$ cat src/rtl/fifo_ptr_pkg.sv
// ---------------------------------------------------------------------------
// fifo_ptr_pkg
// Shared helpers for the dual-clock FIFO pointer logic.
//   ptr_width()      : pointer width for a given address size (one wrap bit).
//   bin2gray()       : binary to reflected-Gray conversion, generic up to
//                      PTR_MAX_W bits (callers zero-extend and truncate).
//   SYNC_STAGES_MIN  : fewest flops allowed on a pointer synchronizer.
// ---------------------------------------------------------------------------
package fifo_ptr_pkg;

  localparam int PTR_MAX_W       = 32;
  localparam int SYNC_STAGES_MIN = 2;

  // Pointer carries one extra bit so full and empty can be told apart.
  function automatic int ptr_width(input int addrsize);
    return addrsize + 1;
  endfunction

  // Input must be zero-extended so the top Gray bit equals the top binary bit.
  function automatic logic [PTR_MAX_W-1:0] bin2gray(input logic [PTR_MAX_W-1:0] b);
    return b ^ (b >> 1);
  endfunction

endpackage : fifo_ptr_pkg

$ cat src/rtl/fifo_rptr_empty_ctrl_gray2bin.sv
// ---------------------------------------------------------------------------
// fifo_rptr_empty_ctrl_gray2bin
// Purely combinational Gray-to-binary converter.
//   gray : input  [ADDRSIZE-1:0]  reflected-Gray code word
//   bin  : output [ADDRSIZE-1:0]  equivalent binary value
// Note: ADDRSIZE here is the full word width, not a FIFO address size.
// ---------------------------------------------------------------------------
module fifo_rptr_empty_ctrl_gray2bin #(
  parameter int ADDRSIZE = 9
) (
  input  logic [ADDRSIZE-1:0] gray,
  output logic [ADDRSIZE-1:0] bin
);

  // Each binary bit is the XOR of all Gray bits at and above its position.
  for (genvar gi = 0; gi < ADDRSIZE; gi++) begin : g_bit
    assign bin[gi] = ^gray[ADDRSIZE-1:gi];
  end

endmodule : fifo_rptr_empty_ctrl_gray2bin

$ cat src/rtl/fifo_rptr_empty_ctrl.sv
// ---------------------------------------------------------------------------
// fifo_rptr_empty_ctrl
// Read-side pointer and empty/occupancy controller of the dual-clock FIFO.
// Ports:
//   rclk       in   read-domain clock
//   rrst       in   asynchronous active-high reset
//   rinc       in   read request, honoured only while rempty=0
//   wptr_gray  in   [ADDRSIZE:0]   write pointer (Gray), asynchronous to rclk
//   raddr      out  [ADDRSIZE-1:0] RAM read address (low bits of read pointer)
//   rptr_gray  out  [ADDRSIZE:0]   registered Gray read pointer to write side
//   rempty     out  FIFO empty
//   raempty    out  occupancy <= AEMPTY_THRESH
//   rlevel     out  [ADDRSIZE:0]   occupancy in words, 0..2^ADDRSIZE
//   rerr       out  sticky underflow (read attempted while empty)
// ---------------------------------------------------------------------------
module fifo_rptr_empty_ctrl
  import fifo_ptr_pkg::*;
#(
  parameter int ADDRSIZE      = 8,
  parameter int SYNC_STAGES   = 2,
  parameter int AEMPTY_THRESH = 4
) (
  input  logic                rclk,
  input  logic                rrst,
  input  logic                rinc,
  input  logic [ADDRSIZE:0]   wptr_gray,
  output logic [ADDRSIZE-1:0] raddr,
  output logic [ADDRSIZE:0]   rptr_gray,
  output logic                rempty,
  output logic                raempty,
  output logic [ADDRSIZE:0]   rlevel,
  output logic                rerr
);

  localparam int          PW    = ptr_width(ADDRSIZE);
  localparam logic [31:0] AE_TH = AEMPTY_THRESH;

  if (SYNC_STAGES < SYNC_STAGES_MIN) begin : g_bad_sync
    $error("fifo_rptr_empty_ctrl: SYNC_STAGES must be at least 2");
  end

  // -------------------------------------------------------------------------
  // State
  // -------------------------------------------------------------------------
  logic [PW-1:0] rbin_q,  rbin_d;
  logic [PW-1:0] rgray_q, rgray_d;
  logic [PW-1:0] wsync_q [SYNC_STAGES];
  logic          rempty_q, rempty_d;
  logic          raempty_q, raempty_d;
  logic [PW-1:0] rlevel_q, lvl_d;
  logic          rerr_q, rerr_d;

  logic [PW-1:0] wq_gray;
  logic [PW-1:0] wq_bin;
  logic          rd_ok;

  // -------------------------------------------------------------------------
  // Write-pointer synchronizer: straight flop chain, Gray values only, so at
  // most one bit is in flight and a metastable sample resolves to either the
  // old or the new pointer.
  // -------------------------------------------------------------------------
  always_ff @(posedge rclk or posedge rrst) begin
    if (rrst) begin
      for (int i = 0; i < SYNC_STAGES; i++) begin
        wsync_q[i] <= '0;
      end
    end else begin
      wsync_q[0] <= wptr_gray;
      for (int i = 1; i < SYNC_STAGES; i++) begin
        wsync_q[i] <= wsync_q[i-1];
      end
    end
  end

  assign wq_gray = wsync_q[SYNC_STAGES-1];

  fifo_rptr_empty_ctrl_gray2bin #(
    .ADDRSIZE (PW)
  ) u_wq_gray2bin (
    .gray (wq_gray),
    .bin  (wq_bin)
  );

  // -------------------------------------------------------------------------
  // Next-state logic. The post-read pointer is used for every flag so a read
  // on the last word raises rempty on the very next edge; the synchronized
  // write pointer is always stale, which keeps the flags pessimistic.
  // -------------------------------------------------------------------------
  always_comb begin
    rd_ok     = rinc & ~rempty_q;
    rbin_d    = rbin_q + PW'(rd_ok);
    rgray_d   = PW'(bin2gray(PTR_MAX_W'(rbin_d)));
    rempty_d  = (rgray_d == wq_gray);
    lvl_d     = wq_bin - rbin_d;
    raempty_d = (32'(lvl_d) <= AE_TH);
    rerr_d    = rerr_q | (rinc & rempty_q);
  end

  always_ff @(posedge rclk or posedge rrst) begin
    if (rrst) begin
      rbin_q    <= '0;
      rgray_q   <= '0;
      rempty_q  <= 1'b1;
      raempty_q <= 1'b1;
      rlevel_q  <= '0;
      rerr_q    <= 1'b0;
    end else begin
      rbin_q    <= rbin_d;
      rgray_q   <= rgray_d;
      rempty_q  <= rempty_d;
      raempty_q <= raempty_d;
      rlevel_q  <= lvl_d;
      rerr_q    <= rerr_d;
    end
  end

  // -------------------------------------------------------------------------
  // Outputs
  // -------------------------------------------------------------------------
  assign raddr     = rbin_q[ADDRSIZE-1:0];
  assign rptr_gray = rgray_q;
  assign rempty    = rempty_q;
  assign raempty   = raempty_q;
  assign rlevel    = rlevel_q;
  assign rerr      = rerr_q;

endmodule : fifo_rptr_empty_ctrl

$ cat config.mk
export PLATFORM = sky130hd
export DESIGN_NAME = fifo_rptr_empty_ctrl
export DESIGN_NICKNAME = d
export VERILOG_FILES = /design/src/rtl/fifo_ptr_pkg.sv /design/src/rtl/fifo_rptr_empty_ctrl_gray2bin.sv /design/src/rtl/fifo_rptr_empty_ctrl.sv
export SDC_FILE = /design/constraint.sdc
export NUM_CORES = 1
export LEC_CHECK = 0
export CORE_AREA = 2 2 71 73
export DETAILED_ROUTE_END_ITERATION = 16
export DIE_AREA = 0 0 73 75
export GPL_ROUTABILITY_DRIVEN = 0
export HOLD_SLACK_MARGIN = 0.08
export PLACE_DENSITY = 0.77
export SLEW_MARGIN = 30
export SYNTH_ARGS = -nofsm -noshare
export SYNTH_HDL_FRONTEND = slang
export SYNTH_HIERARCHICAL = 1
export SYNTH_SLANG_ARGS = --single-unit
$ cat constraint.sdc
create_clock -name rclk -period 3.9 [get_ports rclk]
set_clock_uncertainty 0.1 [all_clocks]
set_input_delay 0.585 -clock rclk [delete_from_list [all_inputs] [get_ports rclk]]
set_output_delay 0.585 -clock rclk [all_outputs]
set_load 0.02 [all_outputs]
==> results.sh, run 1 <==
export IMPL_grt_max_degree=48
export IMPL_holdCritPathClass="reg -> reg"
export IMPL_ios=41
export IMPL_die_area_sq_mm=0.005475
export IMPL_dr_wl_met2_microns=1881
export IMPL_holdBufCountCts=0
export IMPL_cts_tree="done"
export IMPL_antennaDiodeCount=0
export IMPL_via_per_inst=4.986
export IMPL_synth_avg_cell_area_sq_um=12.47
export IMPL_numCtsBuffers=5
export IMPL_power_density_mw_per_mm2=858.3
export IMPL_synthesis_nets=199
export IMPL_wl_per_cell_microns=13.61
export IMPL_rr_startpoint="wq_gray[8]"
export IMPL_ys_ff_latch=47
export IMPL_mostFrequentLayoutCells="45 x dfrtp_1, 40 x clkdlybuf4s50_1, 24 x xnor2_1"
export IMPL_die_h_microns=75
export IMPL_drv_cap=0
export IMPL_cts_sinks=47
export IMPL_synth_edff_count=0
export IMPL_drive_above_1_share_pct=12.39
export IMPL_grt_usage_pct=16.20
export IMPL_grt_pass1_vias=1422
export IMPL_die_width_microns=73
export IMPL_critPathLaunchType="flop"
export IMPL_core_area_sq_mm=0.004661
export IMPL_worstPathMaxFanout=6
export IMPL_grt_pass1_wl_microns=6520
export IMPL_topRoutingLayerUsed="met4"
export IMPL_dr_wl_met3_microns=186
export IMPL_synthArstFlopShare_pct=100.0
export IMPL_path_clk_slew_ns=0.09
export IMPL_cp_end_kind="flop"
export IMPL_antenna_found_initial=0
export IMPL_cp_arrival_ns=3.68
export IMPL_portBuffers=40
export IMPL_fin_nets=244
export IMPL_p_total_mw=2.417
export IMPL_antenna_left=0
export IMPL_dp_hpwl_microns=2901
export IMPL_setup_violations=0
export IMPL_ys_flop_type="dfrtp_1"
export IMPL_area_growth_pct=25.47
export IMPL_post_cts_setup_buffer_count=0
export IMPL_htree_levels=2
export IMPL_status="complete, no violations"
export IMPL_crit_path_max_incr_delay_ns=0.54
export IMPL_period_share_pct=91.51
export IMPL_drt_iter0_drc=55
export IMPL_drc_errors=0
export IMPL_rsz0062_at_grt="false"
export IMPL_slew_headroom_pct=34.28
export IMPL_root_buffer="clkbuf_8"
export IMPL_r2r_cells=13
export IMPL_clk_latency_ns=0.30
export IMPL_clock_path_buffers=2
export IMPL_yosys_warnings=6
export IMPL_gr_total_overflow=0
export IMPL_crit_required_ns=4.02
export IMPL_rrSetupSlack_ns=0.33
export IMPL_fillers=387
export IMPL_syn_area_sq_mm=0.002245
export IMPL_final_common_cell="dfrtp_1"
export IMPL_synth_cells=180
export IMPL_maxSlewViolCount=0
export IMPL_fmax_mhz=280.2
export IMPL_std_cell_rows=25
export IMPL_path_cells="xor3_2 -> xnor3_1 -> xnor2_1 -> inv_1 -> ha_1 -> inv_1 -> fa_1 -> maj3_2 -> a221oi_2 -> o311ai_1 -> o2111ai_2 -> xnor2_1 -> nor4_2"
export IMPL_drt_total_wl_microns=3812
export IMPL_hold_violations=0
export IMPL_cp_endpoint="raempty"
export IMPL_start_util_pct=48.16
export IMPL_ir_drop_uv=411.6
export IMPL_ys_seq_area_share_pct=52.51
export IMPL_worst_pin_slew_ns=0.9824
export IMPL_p_leak_nw=1.214
export IMPL_cp_startpoint="wq_gray[8]"
export IMPL_r2r_end="raempty"
export IMPL_period_minus_slack_ns=3.569
export IMPL_fin_setup_tns_ns=0
export IMPL_synth_distinct_cells=42
export IMPL_crit_type="reg -> reg"
export IMPL_firstDrtPassIters=4
export IMPL_ctsResizeCount=0
export IMPL_cpMaxStageDelayCell="xor3_2"
export IMPL_routedLengthMet1_microns=1651
export IMPL_vias=1396
## worst min path at each step
stage,from,endpoint,slack (ns),cells past startpoint
final,wsync_q[11],wq_gray[2],0.25,0
after global routing,wsync_q[9],wq_gray[0],0.26,0
after CTS,wsync_q[11],wq_gray[2],0.26,0
after detailed placement,wsync_q[14],wq_gray[5],0.24,0
after global placement,wsync_q[15],wq_gray[6],0.23,0
after floorplan,wsync_q[9],wq_gray[0],0.23,0
## metrics by stage
step | instances | cell area, sq um | utilization, % | hold slack, ns | setup WS, ns
floorplan | 180 | 2245 | - | 0.2312 | 0.6180
global placement | 272 | 2703 | 57.99 | 0.2318 | 0.1735
detailed placement | 272 | 2703 | 57.99 | 0.2355 | 0.1365
CTS | 280 | 2815 | 60.40 | 0.2553 | 0.2960
global route | 280 | 2816 | 60.43 | 0.2636 | 0.07189
finish | 280 | 2816 | 60.43 | 0.2546 | 0.3311
## area by class of cell
class	count	area (sq um)	area share, %
multi-input cells	112	973.4	34.56
well taps	54	67.56	2.399
clock buffers	5	68.82	2.443
repair buffers	43	422.9	15.02
clock inverters	3	43.79	1.555
inverters	16	61.31	2.177
flip-flops and latches	47	1179	41.85
## synthesized netlist by cell type, types with 2 or more instances
library cell   n  area share, %
a21oi_1        3           0.67
and3_1         2           0.56
inv_1         14            2.3
dfrtp_1       45             50
ha_1           6            3.3
o21ai_0        3           0.67
or3_1          2           0.56
maj3_2         2            1.0
o31ai_1        2           0.67
o311ai_1       2           0.78
a211oi_2       2            1.1
buf_4          2           0.67
nand2b_1       2           0.56
xnor2_1       24            9.4
nor2_1        10            1.7
nor3_1         4           0.89
nand2_1        3           0.50
nand3_1        7            1.6
xor2_1        18            7.0
dfstp_2        2            2.3
xor3_1         2            2.1
xnor2_2        3            2.2
## metal layers
layer  GRT usage [%]  up-vias
li1                -      687
met1           19.89      659
met2           27.03       40
met3           4.284       10
met4           7.202        0
met5               0        -
## worst max-delay path: cells and delay by family, from the launching register on
kind                       cells  cell delay (ns)
xor gates and xnor gates       4             1.13
AOI/OAI and AO/OA              3             0.52
adders and majority gates      3             0.91
and+or+nand+nor                1             0.27
DFF                            1             0.44
buffers and inverters          2             0.11
## kinds of logic after synthesis
logic type      Yosys count  synth area share [%]
buf+inv                  21                 4.124
compound gates           19                 7.134
flops                    47                 52.51
xor+xnor                 49                 22.80
fa+ha+maj                 9                 5.240
simple gates             35                 8.194
## where the power goes
| group | switching [mW] | leakage [nW] | internal (mW) |
|---|---|---|---|
| combinational | 0.743 | 0.595 | 0.614 |
| sequential | 0.0820 | 0.561 | 0.629 |
| clock | 0.158 | 0.0581 | 0.191 |
| total | 0.984 | 1.21 | 1.43 |
## sequential cells by signal, summed over array words and instances (netlist names)
register	count
wsync_q	9
raempty	1
rptr_gray	8
rempty	1
rerr	1
rlevel	9
rbin_q	9
wq_gray	9
(Power assumes the default switching activity.)
==> run 2: changes to the inputs <==
--- a/config.mk
+++ b/config.mk
@@ -5,12 +5,14 @@
 export SDC_FILE = /design/constraint.sdc
 export NUM_CORES = 1
 export LEC_CHECK = 0
-export CORE_AREA = 2 2 71 73
+export ABC_AREA = 1
+export CAP_MARGIN = 0
+export CORE_AREA = 2 2 75 77
 export DETAILED_ROUTE_END_ITERATION = 16
-export DIE_AREA = 0 0 73 75
+export DIE_AREA = 0 0 77 79
 export GPL_ROUTABILITY_DRIVEN = 0
 export HOLD_SLACK_MARGIN = 0.08
-export PLACE_DENSITY = 0.77
+export PLACE_DENSITY = 0.76
 export SLEW_MARGIN = 30
 export SYNTH_ARGS = -nofsm -noshare
 export SYNTH_HDL_FRONTEND = slang
==> run 2 against run 1 <==
Compared with the run above:
- first-iteration DRC count increased by 24%
- largest power group unchanged
- clock power increased by 17%
- via count increased by 42%
- count of clock-buffer cells in the layout increased by 1
- sequential share of layout area decreased by 4.5 points
- final area increased by 12%
- utilization decreased by 1.3 points
- worst hold slack about the same
- sequential cell count unchanged
- register-to-register slack improved by 0.77 ns
- critical path depth increased by 3
- total power about the same
==> results.sh, run 2 <==
export IMPL_status="complete, no violations"
export IMPL_drive_above_1_share_pct=12.11
export IMPL_synth_distinct_cells=26
export IMPL_fin_setup_tns_ns=0
export IMPL_grt_pass1_wl_microns=8369
export IMPL_power_density_mw_per_mm2=765.9
export IMPL_cp_arrival_ns=3.11
export IMPL_numCtsBuffers=5
export IMPL_synth_top_area_share_pct=44.07
export IMPL_start_util_pct=47.87
export IMPL_std_cell_rows=27
export IMPL_regArea_sq_mm=0.001179
export IMPL_fmax_mhz=336.8
export IMPL_root_buffer="clkbuf_8"
export IMPL_setup_violations=0
export IMPL_holdBufCountCts=0
export IMPL_drt_total_wl_microns=4636
export IMPL_antenna_left=0
export IMPL_synthArstFlopShare_pct=100.0
export IMPL_synth_cells=309
export IMPL_final_area_sq_mm=0.003156
export IMPL_synth_common_cells="102 x nand2_1, 48 x inv_1, 45 x dfrtp_1, 26 x nand3_1, 16 x nand2_2"
export IMPL_vias=1982
export IMPL_p_sw_mw=1.011
export IMPL_synthTopCellsByArea="dfrtp_1 44%, nand2_1 15%, inv_1 7.1%"
export IMPL_synth_edff_count=0
export IMPL_rrSetupSlack_ns=1.10
export IMPL_antennaDiodeCount=0
export IMPL_multi_input_comb_area_sq_mm=0.001155
export IMPL_grt_pass1_vias=1986
export IMPL_core_area_sq_mm=0.005338
export IMPL_yosysMostFrequentCell="nand2_1"
export IMPL_die_h_microns=79
export IMPL_wl_per_cell_microns=10.86
export IMPL_clkPwrFrac_pct=16.9
export IMPL_period_minus_slack_ns=2.969
export IMPL_p_int_mw=1.406
export IMPL_dp_hpwl_microns=3799
export IMPL_rsz0062_at_grt="false"
export IMPL_drt_iter0_drc=68
export IMPL_final_common_cell="nand2_1"
export IMPL_clock_path_buffers=2
export IMPL_grt_usage_pct=17.36
export IMPL_placed_cell_area_sq_mm=0.003023
export IMPL_maxSlewViolCount=0
export IMPL_worst_pin_slew_ns=0.7275
export IMPL_cts_tree="done"
export IMPL_p_comb_share_pct=53.3
export IMPL_ys_seq_area_share_pct=46.13
export IMPL_ys_flop_type="dfrtp_1"
export IMPL_die_width_microns=77
export IMPL_crit_required_ns=4.04
export IMPL_p_leak_nw=1.638
export IMPL_synth_avg_cell_area_sq_um=8.268
export IMPL_yosys_warnings=6
export IMPL_via_per_inst=4.642
export IMPL_cts_sinks=47
export IMPL_synthesis_nets=328
export IMPL_ys_ff_latch=47
export IMPL_synth_top_area_cell="dfrtp_1"
export IMPL_ctsResizeCount=0
export IMPL_die_area_sq_mm=0.006083
export IMPL_sw_frac_of_total_pct=41.81
export IMPL_holdCritPathClass="reg -> reg"
export IMPL_worstPathMaxFanout=5
export IMPL_ir_drop_uv=303.2
export IMPL_firstDrtPassIters=4
export IMPL_htree_levels=2
export IMPL_mostFrequentLayoutCells="102 x nand2_1, 47 x inv_1, 45 x dfrtp_1"
export IMPL_clk_latency_ns=0.29
export IMPL_area_growth_pct=23.51
export IMPL_gr_total_overflow=0
export IMPL_slew_headroom_pct=51.20
export IMPL_period_share_pct=76.14
export IMPL_cp_end_kind="flop"
export IMPL_path_clk_slew_ns=0.08
export IMPL_syn_area_sq_mm=0.002555
export IMPL_hold_violations=0
export IMPL_drc_errors=0
export IMPL_antenna_found_initial=0
export IMPL_p_seq_share_pct=29.8
export IMPL_ios=41
export IMPL_fin_nets=373
export IMPL_fillers=492
export IMPL_critPathLaunchType="input port"
export IMPL_portBuffers=40
export IMPL_post_cts_setup_buffer_count=0
export IMPL_grt_max_degree=26
export IMPL_drv_cap=0
export IMPL_crit_type="in -> reg"
run 2: path summary, 6_finish.rpt:
check,depth (start not counted),from,end
worst max register to register,20,wq_gray[7],raempty
worst min register to register,0,wsync_q[16],wq_gray[7]
min in group asynchronous,2,rrst,wq_gray[5]
worst max-delay path,16,rinc,raempty
worst min-delay path,0,wsync_q[16],wq_gray[7]
max in group asynchronous,3,rrst,raempty
run 2: metal layers:
layer / up-vias / GRT usage [%] / wire, microns
li1: 1031 / - / -
met1: 902 / 20.55 / 2000
met2: 42 / 31.32 / 2394
met3: 7 / 3.523 / 181
met4: 0 / 6.429 / 61
met5: - / 0 / 0
run 2: through the flow:
step | hold slack, ns | total power, mW | setup slack (ns) | std cells | utilization [%]
after floorplan | 0.2312 | 1.615 | 1.273 | 309 | -
after global placement | 0.2323 | 1.992 | 0.6605 | 419 | 56.63
after detailed placement | 0.2372 | 2.025 | 0.6117 | 419 | 56.63
after CTS | 0.2560 | 2.442 | 0.9207 | 427 | 59.12
after global routing | 0.2655 | 2.639 | 0.6975 | 427 | 59.12
final | 0.2545 | 2.417 | 0.9306 | 427 | 59.12
run 2: worst max-delay path: stages:
cell	delay, ns
clkdlybuf4s50_1	0.47
inv_1	0.04
nor2_1	0.08
ha_1	0.25
nand3_2	0.12
nor2_1	0.20
nand3_2	0.11
xor2_2	0.28
ha_1	0.34
inv_1	0.09
o21bai_1	0.08
a31oi_2	0.16
nand2_1	0.07
nand2_1	0.05
nand2_1	0.07
nor2_2	0.10
run 2: power groups by stage:
| stage | logic [mW] | clock network, mW | registers [mW] |
|---|---|---|---|
| finish | 1.29 | 0.408 | 0.719 |
| global route | 1.45 | 0.452 | 0.740 |
| CTS | 1.30 | 0.420 | 0.721 |
| detailed placement | 1.29 | 0 | 0.730 |
| global placement | 1.27 | 0 | 0.725 |
| floorplan | 0.751 | 0 | 0.864 |
run 2: layout make-up:
type / instances / area share [%]
Clock inverter: 2 / 1.903
Timing Repair Buffer: 41 / 12.93
Tap cell: 72 / 2.855
Multi-Input combinational cell: 208 / 36.60
Clock buffer: 6 / 2.300
Inverter: 51 / 6.067
Sequential cell: 47 / 37.35
run 2: kinds of logic after synthesis:
| logic type | after synthesis | share of synthesized area [%] |
|---|---|---|
| buffers and inverters | 54 | 8.668 |
| AND/OR/NAND/NOR | 175 | 31.83 |
| XOR/XNOR | 21 | 8.080 |
| AO/OA/AOI/OAI | 5 | 1.567 |
| adder cells (fa/ha/maj) | 7 | 3.722 |
| flip-flops | 47 | 46.13 |
